[src/rtl/datapath_enemy_pkg.sv]
// Shared constants, types and helpers for the enemy sprite datapath.
// The optional ENEMY_DESCEND_EN build uses descend_y() to step the sprite down at each edge.
package enemy_pkg;

    localparam int SCREEN_W = 160;
    localparam int SCREEN_H = 120;
    localparam int SPRITE_W = 4;
    localparam int SPRITE_H = 4;

    localparam int X_W    = 8;
    localparam int Y_W    = 7;
    localparam int PCNT_W = 4;
    localparam int DCNT_W = 24;

    localparam logic [X_W-1:0] X_MAX = X_W'(SCREEN_W - SPRITE_W);
    localparam logic [Y_W-1:0] Y_MAX = Y_W'(SCREEN_H - SPRITE_H);

    localparam logic [2:0] COLOUR_BLACK = 3'b000;

    typedef enum logic {
        DIR_LEFT  = 1'b0,
        DIR_RIGHT = 1'b1
    } dir_e;

    // One sprite height down; wrap back to the start row once the sprite would leave the screen.
    function automatic logic [Y_W-1:0] descend_y(input logic [Y_W-1:0] y,
                                                 input logic [Y_W-1:0] y_init);
        logic [Y_W:0] y_next;
        y_next = {1'b0, y} + (Y_W+1)'(SPRITE_H);
        return (y_next > {1'b0, Y_MAX}) ? y_init : y_next[Y_W-1:0];
    endfunction

endpackage

[src/rtl/datapath_enemy_delay_counter.sv]
// Free-running movement delay: hold pulses once every DELAY_CYCLES consecutive en_de cycles.
// Dropping en_de restarts the interval from the top.
module delay_counter
    import enemy_pkg::*;
#(
    parameter logic [DCNT_W-1:0] DELAY_CYCLES = 24'd833333
) (
    input  logic clk,
    input  logic reset,
    input  logic en_de,
    output logic hold
);

    localparam logic [DCNT_W-1:0] RELOAD = DELAY_CYCLES - DCNT_W'(1);

    logic [DCNT_W-1:0] dcnt;

    // NOTE: sequential state uses non-blocking assignments so every register samples pre-edge values.
    always_ff @(posedge clk or posedge reset) begin
        if (reset) begin
            dcnt <= RELOAD;
        end else if (!en_de || dcnt == '0) begin
            dcnt <= RELOAD;
        end else begin
            dcnt <= dcnt - DCNT_W'(1);
        end
    end

    // Gated by reset so a one-cycle delay cannot pulse while the block is held in reset.
    assign hold = en_de & (dcnt == '0) & ~reset;

endmodule

[src/rtl/datapath_enemy.sv]
// Enemy sprite datapath: bounces a 4x4 sprite horizontally and streams its pixels to the VGA adapter.
// Define ENEMY_DESCEND_EN to make the sprite drop one sprite height at every horizontal edge.
module datapath_enemy
    import enemy_pkg::*;
#(
    parameter logic [X_W-1:0]    X_INIT       = 8'd0,
    parameter logic [Y_W-1:0]    Y_INIT       = 7'd0,
    parameter logic [DCNT_W-1:0] DELAY_CYCLES = 24'd833333,
    parameter logic [2:0]        COLOUR       = 3'b100
) (
    input  logic           clk,
    input  logic           reset,
    input  logic           reset_C,
    input  logic           en_XY,
    input  logic           en_de,
    input  logic           erase,
    input  logic           plot,
    output logic [X_W-1:0] x_out,
    output logic [Y_W-1:0] y_out,
    output logic [2:0]     colour_out,
    output logic           plot_out,
    output logic           done,
    output logic           hold
);

    logic [PCNT_W-1:0] pcnt;
    logic [X_W-1:0]    x_pos;
    logic [Y_W-1:0]    y_pos;
    logic [Y_W-1:0]    y_at_edge;
    dir_e              dir;
    logic              at_edge;

    always_ff @(posedge clk or posedge reset) begin
        if (reset) begin
            pcnt <= '0;
        end else if (reset_C) begin
            pcnt <= '0;
        end else if (plot) begin
            pcnt <= pcnt + PCNT_W'(1);
        end
    end

    // The sprite turns around instead of moving on the step that would take it off screen.
    always_comb begin
        // NOTE: default first so every path assigns at_edge and no latch is inferred.
        at_edge = 1'b0;
        if (dir == DIR_RIGHT) begin
            at_edge = (x_pos >= X_MAX);
        end else begin
            at_edge = (x_pos == '0);
        end
    end

`ifdef ENEMY_DESCEND_EN
    assign y_at_edge = descend_y(y_pos, Y_INIT);
`else
    assign y_at_edge = Y_INIT;
`endif

    always_ff @(posedge clk or posedge reset) begin
        if (reset) begin
            x_pos <= X_INIT;
            y_pos <= Y_INIT;
            dir   <= DIR_RIGHT;
        end else if (en_XY) begin
            if (at_edge) begin
                dir   <= (dir == DIR_RIGHT) ? DIR_LEFT : DIR_RIGHT;
                y_pos <= y_at_edge;
            end else if (dir == DIR_RIGHT) begin
                x_pos <= x_pos + X_W'(1);
            end else begin
                x_pos <= x_pos - X_W'(1);
            end
        end
    end

    assign x_out      = x_pos + X_W'(pcnt[1:0]);
    assign y_out      = y_pos + Y_W'(pcnt[3:2]);
    assign colour_out = erase ? COLOUR_BLACK : COLOUR;
    assign plot_out   = plot;
    assign done       = plot & (pcnt == '1);

    delay_counter #(
        .DELAY_CYCLES(DELAY_CYCLES)
    ) u_delay (
        .clk  (clk),
        .reset(reset),
        .en_de(en_de),
        .hold (hold)
    );

endmodule

[config.mk]
export PLATFORM = sky130hd
export DESIGN_NAME = datapath_enemy
export DESIGN_NICKNAME = d
export VERILOG_FILES = /design/src/rtl/datapath_enemy_pkg.sv /design/src/rtl/datapath_enemy_delay_counter.sv /design/src/rtl/datapath_enemy.sv
export SDC_FILE = /design/constraint.sdc
export NUM_CORES = 1
export LEC_CHECK = 0
export CORE_MARGIN = 2
export CORE_UTILIZATION = 30
export DETAILED_ROUTE_END_ITERATION = 8
export SETUP_SLACK_MARGIN = 0.5
export SLEW_MARGIN = 10
export SYNTH_ARGS = -nofsm -noshare
export SYNTH_HDL_FRONTEND = slang
export SYNTH_SLANG_ARGS = --single-unit
export TNS_END_PERCENT = 100
[constraint.sdc]
create_clock -name clk -period 2.4 [get_ports clk]
set_input_delay 0.24 -clock clk [delete_from_list [all_inputs] [get_ports clk]]
set_output_delay 0.24 -clock clk [all_outputs]
set_load 0.01 [all_outputs]
==> results of run 1 <==
-- stage by stage --
| stage | TNS, ns | setup WS (ns) |
|---|---|---|
| finish | -0.226 | -0.184 |
| global route | -1.49 | -0.240 |
| CTS | -0.730 | -0.282 |
| detailed placement | -0.359 | -0.359 |
| global placement | -0.350 | -0.350 |
| floorplan | 0 | 0.0898 |
-- cells in the mapped netlist (all sizes together) --
master,count
nor2,26
dfrtp,25
nand2,20
xnor2,19
xor2,14
buf,12
dfstp,12
ha,11
inv,11
or3,11
nor4,8
a21oi,7
or4,7
mux2,6
clkbuf,4
o211ai,4
a31oi,3
nand3,3
nor2b,3
nor3,3
fa,2
mux2i,2
nand2b,2
o21ai,2
o31a,2
o31ai,2
a21o,1
a311oi,1
and3,1
conb,1
nand3b,1
nand4,1
o21a,1
or2,1
-- state kept, by name (all words and copies together) (netlist names) --
register,cells
dir,1
pcnt,4
x_pos,8
u_delay.dcnt,24
-- per-layer routing --
metal | share of wire (%) | wire [microns]
met1 | 46 | 2330
met2 | 50 | 2530
met3 | 2.6 | 131
met4 | 2.2 | 115
met5 | 0 | 0
-- report_power, final --
part | internal, mW | total, mW | switching [mW]
clock network | 0.339 | 0.572 | 0.233
logic | 1.16 | 2.05 | 0.892
registers | 0.737 | 0.903 | 0.166
-- worst register-to-register path, stage by stage (launching register included) --
cell	delay, ns
dfstp_2	0.37
or3_4	0.38
or4_4	0.50
buf_6	0.13
buf_6	0.11
or3_4	0.36
or4_1	0.40
o21ai_1	0.12
-- worst min-delay path by stage --
stage	startpoint	endpoint	depth (start not counted)
2_1_floorplan	reset_C	pcnt[0]	1
3_3_place_gp	u_delay.dcnt[0]	u_delay.dcnt[0]	1
3_5_place_dp	u_delay.dcnt[0]	u_delay.dcnt[0]	1
4_1_cts	reset	u_delay.dcnt[0]	2
5_1_grt	reset	u_delay.dcnt[0]	2
6_report	reset	u_delay.dcnt[0]	2
-- logic make-up after synthesis --
| logic type | Yosys count |
|---|---|
| adder cells (fa/ha/maj) | 13 |
| XOR/XNOR | 33 |
| flip-flops | 37 |
| AND/OR/NAND/NOR | 87 |
| multiplexers | 8 |
| AO/OA/AOI/OAI | 23 |
| buffers and inverters | 27 |
| other | 1 |
-- final cells by class --
type                       count  area, sq um  share of cell area, %
multi-input combinational    171         1440                   44.0
sequential                    37          942                   28.7
timing repair buffer          71          612                   18.6
tap                           99          124                   3.77
clock buffer                   7         86.3                   2.63
inverter                      11         46.3                   1.41
clock inverter                 1         30.0                  0.914
-- repair_timing --
item | in CTS | in global routing
cloned | 0 | 0
buffers inserted | 14 | 9
endpoints found under the setup margin | 36 | 39
pin swaps | 16 | 17
gates resized for setup | 55 | 37
==> metrics.csv, run 1 <==
stage;metric;value;unit
outcome;status;finished, violations left;
outcome;failing checks;setup timing;
worst_setup_path;most used cell, CP;or4_4;
yosys;largest family of logic cells by synthesized area;simple AND/OR/NAND/NOR gates;
worst_setup_path;Register-to-Register Path Depth;7;
final_layout;commonest non-fill, non-tap cell in the layout;buf_4;
worst_setup_path;Worst path slowest cell;or4_4;
clock_tree;Max H-tree Level;2;
yosys;largest area contributor in the netlist;dfrtp_1;
worst_setup_path;kind of critical path;reg2out;
timing;Rel. slew slack;45.8;%
worst_setup_path;CP startpoint kind;register;
grt;initial antenna violation count;0;
worst_setup_path;CP max FO;3;
timing;Slew Limit Fails;0;
grt;Most Crowded Layer GR;met2;
worst_setup_path;reg-to-reg slack, setup;-0.04;ns
clock_tree;clock-pin slew on the worst setup and hold paths;0.07;ns
pwr;Lkg Pwr;1.36;nW
final_layout;Post-layout nets;317;
job;Max-Cap Viols;0;
clock_tree;Worst-Skew Late Latency;0.29;ns
yosys;Ys Warns;0;
worst_setup_path;Reg2Reg Capture Point;u_delay.dcnt[22];
yosys;Post-Syn Instances;229;
yosys;post-synthesis compound-gate area fraction;6.70;%
placed_design;buffers added on ports;20;
die;Starting Density;30.9;%
yosys;Syn Area/Cell;9.78;sq um
grt;vias in the first global route;1878;
yosys;Synth Area in XOR/XNOR;12.9;%
yosys;Netlist cell types;38;
placed_design;placed cell count;366;
timing;Final setup viols;3;
grt;first-pass GRT wire length;8440;microns
timing;RSZ-0062 raised after global routing;true;
timing;Final Critical Period;2.58;ns
die;Die Height;90.4;microns
final_layout;fin util;45.3;%
routing;# DRC;0;
yosys;Yosys reg bits;37;
routing;drt via density;4.65;
routing;final WL;5110;microns
final_layout;post-route cell area;3280;sq um
yosys;mux share of post-synthesis cell area;3.91;%
worst_setup_path;Crit. Startpoint;u_delay.dcnt[19];
pwr;post-layout power;3.53;mW
worst_setup_path;Crit path depth;5;
worst_setup_path;reg2reg start;u_delay.dcnt[10];
worst_setup_path;worst path bufs/invs;1;
hold_path;worst min path class;in2async;
clock_tree;Root Buffer Master;clkbuf_8;
worst_setup_path;max incr delay on CP;0.56;ns
yosys;adder-cell share of the synthesized area;7.93;%
final_layout;antenna cells;0;
yosys;Mapped Area;2240;sq um
grt;grt met3 use;2.09;%
die;Rows;31;
clock_tree;clock buffer depth;2;
yosys;Simple-Gate Fraction of Synth Area;19.7;%
die;Die Wd;90.4;microns
grt;GR met2 Demand/Resource;21.4;%
routing;initial drt markers;35;
worst_setup_path;CP cell instances;or4_4 -> or3_4 -> or4_4 -> nor3_4 -> buf_2;
clock_tree;cts hold-fix bufs;0;
worst_setup_path;Data arrival, critical path;2.34;ns
timing;Fin Clk Skew;0.00435;ns
timing;Final period util;108;%
grt;routing usage on met1;16.3;%
clock_tree;CTS tree;yes;
final_layout;layout cells sized above 1;40.9;%
placed_design;hpwl dp;3390;microns
final_layout;commonest cells after routing, fill and taps aside;buf_4, nor2_1, dfrtp_1;
grt;total grt overflow;0;
pwr;pwr dens;1070;nW/um^2
timing;WHS;0.310;ns
pwr;Peak supply drop;0.495;mV
timing;Max Freq;0.387;GHz
clock_tree;CTS Buf Count;5;
placed_design;DP Area;2740;sq um
placed_design;routability cong.;0.777;
worst_setup_path;endpoint required time on the critical path;2.16;ns
grt;largest net degree at the start of global routing;30;
die;die area;8170;sq um
timing;fin worst setup slack;-0.184;ns
routing;DRT antenna net count;0;
die;core area;7250;sq um
grt;Total GRT Usage;12.8;%
timing;Fin. Hold Viols;0;
worst_setup_path;worst setup path end;hold;
routing;vias;1848;
timing;Worst Tran Pin Value;0.811;ns
yosys;Synth top area share;27.9;%
final_layout;Area Overhead vs Synth;46.6;%
die;I/O pin count;28;
routing;DR WL/cell;12.9;microns
worst_setup_path;critical path's top delay family;simple AND/OR/NAND/NOR gates;
routing;first drt pass iteration count;4;
worst_setup_path;Worst setup EP type;output port;
yosys;top area cells in the synthesized netlist;dfrtp_1, dfstp_2, xnor2_1, ha_1, xor2_1;
clock_tree;total clock sinks;37;
final_layout;Non-Filler Instances;397;
final_layout;# fillers;690;
yosys;register area share after synthesis;42.0;%
No activity file was read; power rests on OpenSTA's default activity.
==> inputs of run 2 (changes only) <==
- MAX_ROUTING_LAYER: unset -> met4
- SETUP_SLACK_MARGIN: 0.5 -> 0.02
==> metrics.csv, run 2 (synthesis results as in run 1) <==
stage;metric;value;unit;change
clock_tree;clock-pin slew on the worst setup and hold paths;0.07;ns;about the same
routing;final WL;4470;microns;-13%
pwr;pwr dens;956;nW/um^2;-11%
die;Rows;31;;unchanged
clock_tree;Root Buffer Master;clkbuf_8;;
final_layout;antenna cells;0;;unchanged
routing;DRT antenna net count;0;;unchanged
die;I/O pin count;28;;unchanged
outcome;status;finished, violations left;;
routing;first drt pass iteration count;4;;unchanged
timing;Final Critical Period;2.57;ns;-0.0126 ns
grt;vias in the first global route;1712;;-8.8%
routing;vias;1709;;-7.5%
worst_setup_path;Worst path slowest cell;or4_4;;
timing;Fin Clk Skew;0.00529;ns;+0.000942 ns
timing;Final period util;107;%;-0.52 points
placed_design;buffers added on ports;20;;unchanged
timing;Rel. slew slack;62.7;%;+17 points
grt;largest net degree at the start of global routing;38;;+27%
grt;initial antenna violation count;0;;unchanged
timing;Final setup viols;1;;-2
worst_setup_path;most used cell, CP;or4_4;;
outcome;failing checks;setup timing;;
die;Die Wd;90.4;microns;unchanged
grt;GR met2 Demand/Resource;19.2;%;-2.2 points
clock_tree;CTS Buf Count;5;;unchanged
clock_tree;total clock sinks;37;;unchanged
final_layout;Reg with most FFs;u_delay.dcnt;;
final_layout;layout cells sized above 1;24.2;%;-17 points
die;core area;7250;sq um;unchanged
placed_design;DP Area;2710;sq um;-1.1%
die;Die Height;90.4;microns;unchanged
timing;Worst Tran Pin Value;0.558;ns;-0.252 ns
hold_path;worst min path class;in2async;;
grt;first-pass GRT wire length;7910;microns;-6.2%
pwr;post-layout power;2.73;mW;-23%
placed_design;placed cell count;366;;unchanged
pwr;Peak supply drop;0.367;mV;-26%
final_layout;largest registers;u_delay.dcnt: 24 flops, x_pos: 8 flops, pcnt: 4 flops;;
worst_setup_path;CP cell instances;or4_4 -> or3_4 -> or4_4 -> nor3_2 -> buf_2;;
final_layout;# fillers;743;;+7.7%
final_layout;Non-Filler Instances;376;;-5.3%
timing;fin worst setup slack;-0.171;ns;+0.0126 ns
grt;grt met3 use;2.00;%;-0.083 points
routing;DR WL/cell;11.9;microns;-7.6%
timing;Fin. Hold Viols;0;;unchanged
worst_setup_path;Data arrival, critical path;2.33;ns;about the same
timing;Slew Limit Fails;0;;unchanged
die;Starting Density;30.9;%;unchanged
final_layout;commonest non-fill, non-tap cell in the layout;buf_4;;
worst_setup_path;max incr delay on CP;0.55;ns;about the same
grt;routing usage on met1;15.5;%;-0.82 points
final_layout;Post-layout nets;296;;-6.6%
routing;drt via density;4.55;;-2.4%
final_layout;max FFs per register;24;;unchanged
worst_setup_path;endpoint required time on the critical path;2.16;ns;about the same
job;Max-Cap Viols;0;;unchanged
timing;RSZ-0062 raised after global routing;true;;
grt;Total GRT Usage;12.2;%;-0.54 points
clock_tree;clock buffer depth;2;;unchanged
placed_design;hpwl dp;3240;microns;-4.3%
grt;total grt overflow;0;;unchanged
clock_tree;Max H-tree Level;2;;unchanged
timing;Max Freq;0.389;GHz;+0.49%
routing;initial drt markers;103;;+190%
worst_setup_path;kind of critical path;reg2out;;
final_layout;Area Overhead vs Synth;27.5;%;
clock_tree;cts hold-fix bufs;0;;unchanged
worst_setup_path;CP max FO;2;;-1
die;die area;8170;sq um;unchanged
routing;# DRC;0;;unchanged
worst_setup_path;Worst setup EP type;output port;;
pwr;Lkg Pwr;1.18;nW;-13%
placed_design;dpl ws;-0.335;ns;+0.0242 ns
worst_setup_path;CP startpoint kind;register;;
placed_design;routability cong.;0.753;;-3.1%
grt;Most Crowded Layer GR;met2;;
clock_tree;CTS tree;yes;;
final_layout;commonest cells after routing, fill and taps aside;buf_4, nor2_1, dfrtp_1;;
clock_tree;Worst-Skew Late Latency;0.29;ns;about the same
final_layout;post-route cell area;2860;sq um;-13%
==> run 2: final timing paths <==
check	start	end	slack (ns)	depth (start not counted)
max	u_delay.dcnt[19]	hold	-0.17	5
min	reset	u_delay.dcnt[20]	0.40	3
max reg2reg	u_delay.dcnt[10]	u_delay.dcnt[22]	0.01	6
min reg2reg	u_delay.dcnt[0]	u_delay.dcnt[0]	0.46	1
max in group asynchronous	reset	x_pos[1]	1.63	3
min in group clk	u_delay.dcnt[0]	u_delay.dcnt[0]	0.46	1
==> run 2: through the flow <==
stage / setup TNS [ns] / util [%] / hold slack, ns
after global placement: -0.327 / 37.3 / 0.446
after global routing: -0.316 / 39.4 / 0.476
after detailed placement: -0.348 / 37.3 / 0.450
after floorplan: 0 / - / 0.306
after CTS: -0.224 / 39.0 / 0.427
final: -0.171 / 39.4 / 0.404
==> run 2: layout make-up <==
type	instances	area (sq um)	share of cell area, %
well taps	99	124	4.34
flip-flops and latches	37	942	33.0
clock buffers	7	86.3	3.02
repair buffers	50	435	15.2
inverters	11	41.3	1.45
clock inverters	1	30.0	1.05
multi-input cells	171	1200	41.9
==> run 2: critical path: cells and delay by family (launching register included) <==
kind | cells | cell delay (ns)
buffers and inverters | 1 | 0.14
flip-flops | 1 | 0.37
AND/OR/NAND/NOR | 4 | 1.52
==> run 2: layer usage <==
layer	share of wire, %	vias to the layer above
li1	-	860
met1	49	821
met2	46	22
met3	3.2	6
met4	1.7	0
met5	0	-
==> run 2: what timing repair did <==
item | CTS | global route
setup endpoints to repair | 5 | 15
resized for setup | 9 | 6
pin swaps | 1 | 1
buffers inserted | 1 | 1
==> run 2: report_power, final <==
group,leakage (nW),internal [mW],switching [mW],total (mW)
sequential,0.451,0.738,0.143,0.882
combinational,0.673,0.687,0.603,1.29
clock,0.0585,0.339,0.220,0.559
total,1.18,1.76,0.967,2.73
==> inputs of run 3 (changes only) <==
- DONT_BUFFER_PORTS: unset -> 1
==> metrics.csv, run 3 (synthesis results as in run 1) <==
stage;metric;value;unit;change
final_layout;max FFs per register;24;;unchanged
final_layout;register area;941;sq um;-0.13%
timing;Rel. slew slack;64.0;%;+1.2 points
final_layout;# fillers;752;;+1.2%
placed_design;placed cell count;330;;-9.8%
routing;drt via density;4.72;;+3.8%
grt;initial antenna violation count;0;;unchanged
worst_setup_path;CP max FO;2;;unchanged
timing;Max Freq;0.399;GHz;+2.6%
final_layout;Area Overhead vs Synth;14.1;%;
routing;vias;1627;;-4.8%
final_layout;largest registers;u_delay.dcnt: 24 flops, x_pos: 8 flops, pcnt: 4 flops;;
job;Max-Cap Viols;0;;unchanged
final_layout;Non-Filler Instances;345;;-8.2%
grt;largest net degree at the start of global routing;38;;unchanged
pwr;Lkg Pwr;1.02;nW;-14%
timing;Slew Limit Fails;0;;unchanged
final_layout;commonest cells after routing, fill and taps aside;nor2_1, dfrtp_1, nand2_1;;
die;Starting Density;30.9;%;unchanged
worst_setup_path;Data arrival, critical path;2.27;ns;-0.06 ns
die;core area;7250;sq um;unchanged
final_layout;Reg with most FFs;u_delay.dcnt;;
outcome;status;finished, violations left;;
clock_tree;CTS Buf Count;5;;unchanged
timing;Final Critical Period;2.51;ns;-0.0660 ns
routing;first drt pass iteration count;4;;unchanged
routing;initial drt markers;51;;-50%
clock_tree;CTS tree;yes;;
worst_setup_path;endpoint required time on the critical path;2.16;ns;about the same
pwr;post-layout power;2.41;mW;-12%
timing;Fin Clk Skew;0.00907;ns;+0.00378 ns
final_layout;antenna cells;0;;unchanged
final_layout;multi-input logic area;1210;sq um;+0.84%
worst_setup_path;Register-to-Register Path Depth;6;;unchanged
clock_tree;total clock sinks;37;;unchanged
timing;Worst Tran Pin Value;0.540;ns;-0.0186 ns
timing;WHS;0.00888;ns;-0.395 ns
routing;final WL;4370;microns;-2.3%
clock_tree;Root Buffer Master;clkbuf_8;;
timing;Fin. Hold Viols;0;;unchanged
grt;total grt overflow;0;;unchanged
grt;vias in the first global route;1639;;-4.3%
timing;fin worst setup slack;-0.105;ns;+0.0660 ns
final_layout;Post-layout nets;265;;-10%
timing;Total Neg Setup Slack;-0.105;ns;+0.0660 ns
hold_path;WHS Path Cells;1;;
clock_tree;clock-pin slew on the worst setup and hold paths;0.08;ns;about the same
placed_design;hpwl dp;3090;microns;-4.6%
routing;# DRC;0;;unchanged
worst_setup_path;kind of critical path;reg2out;;
hold_path;worst min path class;in2reg;;
worst_setup_path;Worst setup EP type;output port;;
timing;RSZ-0062 raised after global routing;true;;
routing;DR WL/cell;12.7;microns;+6.5%
die;Rows;31;;unchanged
grt;first-pass GRT wire length;7870;microns;-0.53%
timing;Final setup viols;1;;unchanged
final_layout;layout cells sized above 1;21.1;%;-3.0 points
placed_design;buffers added on ports;0;;-100%
grt;Total GRT Usage;12.3;%;+0.082 points
placed_design;routability cong.;0.781;;+3.8%
timing;Final period util;104;%;-2.8 points
pwr;Peak supply drop;0.341;mV;-7.1%
die;Die Wd;90.4;microns;unchanged
clock_tree;clock buffer depth;2;;unchanged
pwr;pwr dens;942;nW/um^2;-1.4%
routing;DRT antenna net count;0;;unchanged
worst_setup_path;CP startpoint kind;register;;
clock_tree;Worst-Skew Late Latency;0.29;ns;about the same
outcome;failing checks;setup timing;;
clock_tree;Max H-tree Level;2;;unchanged
die;Die Height;90.4;microns;unchanged
die;I/O pin count;28;;unchanged
die;die area;8170;sq um;unchanged
## run 3: changes by cell type in the layout (fill, tap and decap cells not counted), moves of 2 or more
cell | before | now
or3_1 | 9 | 7
clkinv_2 | 0 | 2
dlymetal6s2s_1 | 2 | 0
dlygate4sd2_1 | 2 | 0
buf_4 | 29 | 16
clkdlybuf4s50_1 | 15 | 0
or3_4 | 2 | 4
dlygate4sd3_1 | 0 | 2
## run 3: worst max-delay path, stage by stage, from the launching register on
cell     delay (ns)
dfstp_2        0.37
or3_4          0.38
or4_4          0.50
or4_4          0.57
nor3_4         0.17
## run 3: worst paths after layout
path,start,to,slack [ns]
setup / recovery,u_delay.dcnt[9],hold,-0.11
hold / removal,en_XY,dir,0.009
setup reg to reg,u_delay.dcnt[9],u_delay.dcnt[22],0.03
hold reg to reg,u_delay.dcnt[0],u_delay.dcnt[0],0.46
max in group asynchronous,reset,u_delay.dcnt[9],1.53
min in group asynchronous,reset,x_pos[7],0.51
## run 3: repair_timing
item / CTS / global route
hold endpoints to repair: 29 / 0
hold buffers: 2 / 0
pin swaps: 5 / 3
setup buffers: 5 / 0
resized for setup: 5 / 2
setup endpoints to repair: 1 / 13
## run 3: report_power, final
| group | switching (mW) | internal (mW) | leakage, nW |
|---|---|---|---|
| combinational | 0.554 | 0.537 | 0.523 |
| sequential | 0.158 | 0.736 | 0.452 |
| clock | 0.222 | 0.201 | 0.0450 |
| total | 0.934 | 1.47 | 1.02 |
## run 3: final cells by class
type	instances	area share [%]
inverter	11	1.62
sequential	37	36.8
tap	99	4.85
clock inverter	2	0.392
multi-input combinational	171	47.2
clock buffer	6	2.84
timing repair buffer	19	6.27
## run 3: metal layers
| metal | part of all wire [%] | routed length [microns] | track usage (%) | vias up |
|---|---|---|---|---|
| met1 | 47 | 2060 | 16.3 | 795 |
| met3 | 3.2 | 140 | 3.09 | 7 |
| li1 | - | - | - | 800 |
| met4 | 2.0 | 89 | 5.13 | 0 |
| met5 | 0 | 0 | - | - |
| met2 | 48 | 2080 | 18.0 | 25 |
## run 3: through the flow
| stage | setup slack, ns | cell area [sq um] | utilization [%] |
|---|---|---|---|
| floorplan | 0.0537 | 2270 | - |
| global placement | 0.106 | 2380 | 32.9 |
| detailed placement | 0.0672 | 2380 | 32.9 |
| CTS | -0.177 | 2550 | 35.1 |
| global route | -0.163 | 2560 | 35.2 |
| finish | -0.105 | 2560 | 35.2 |
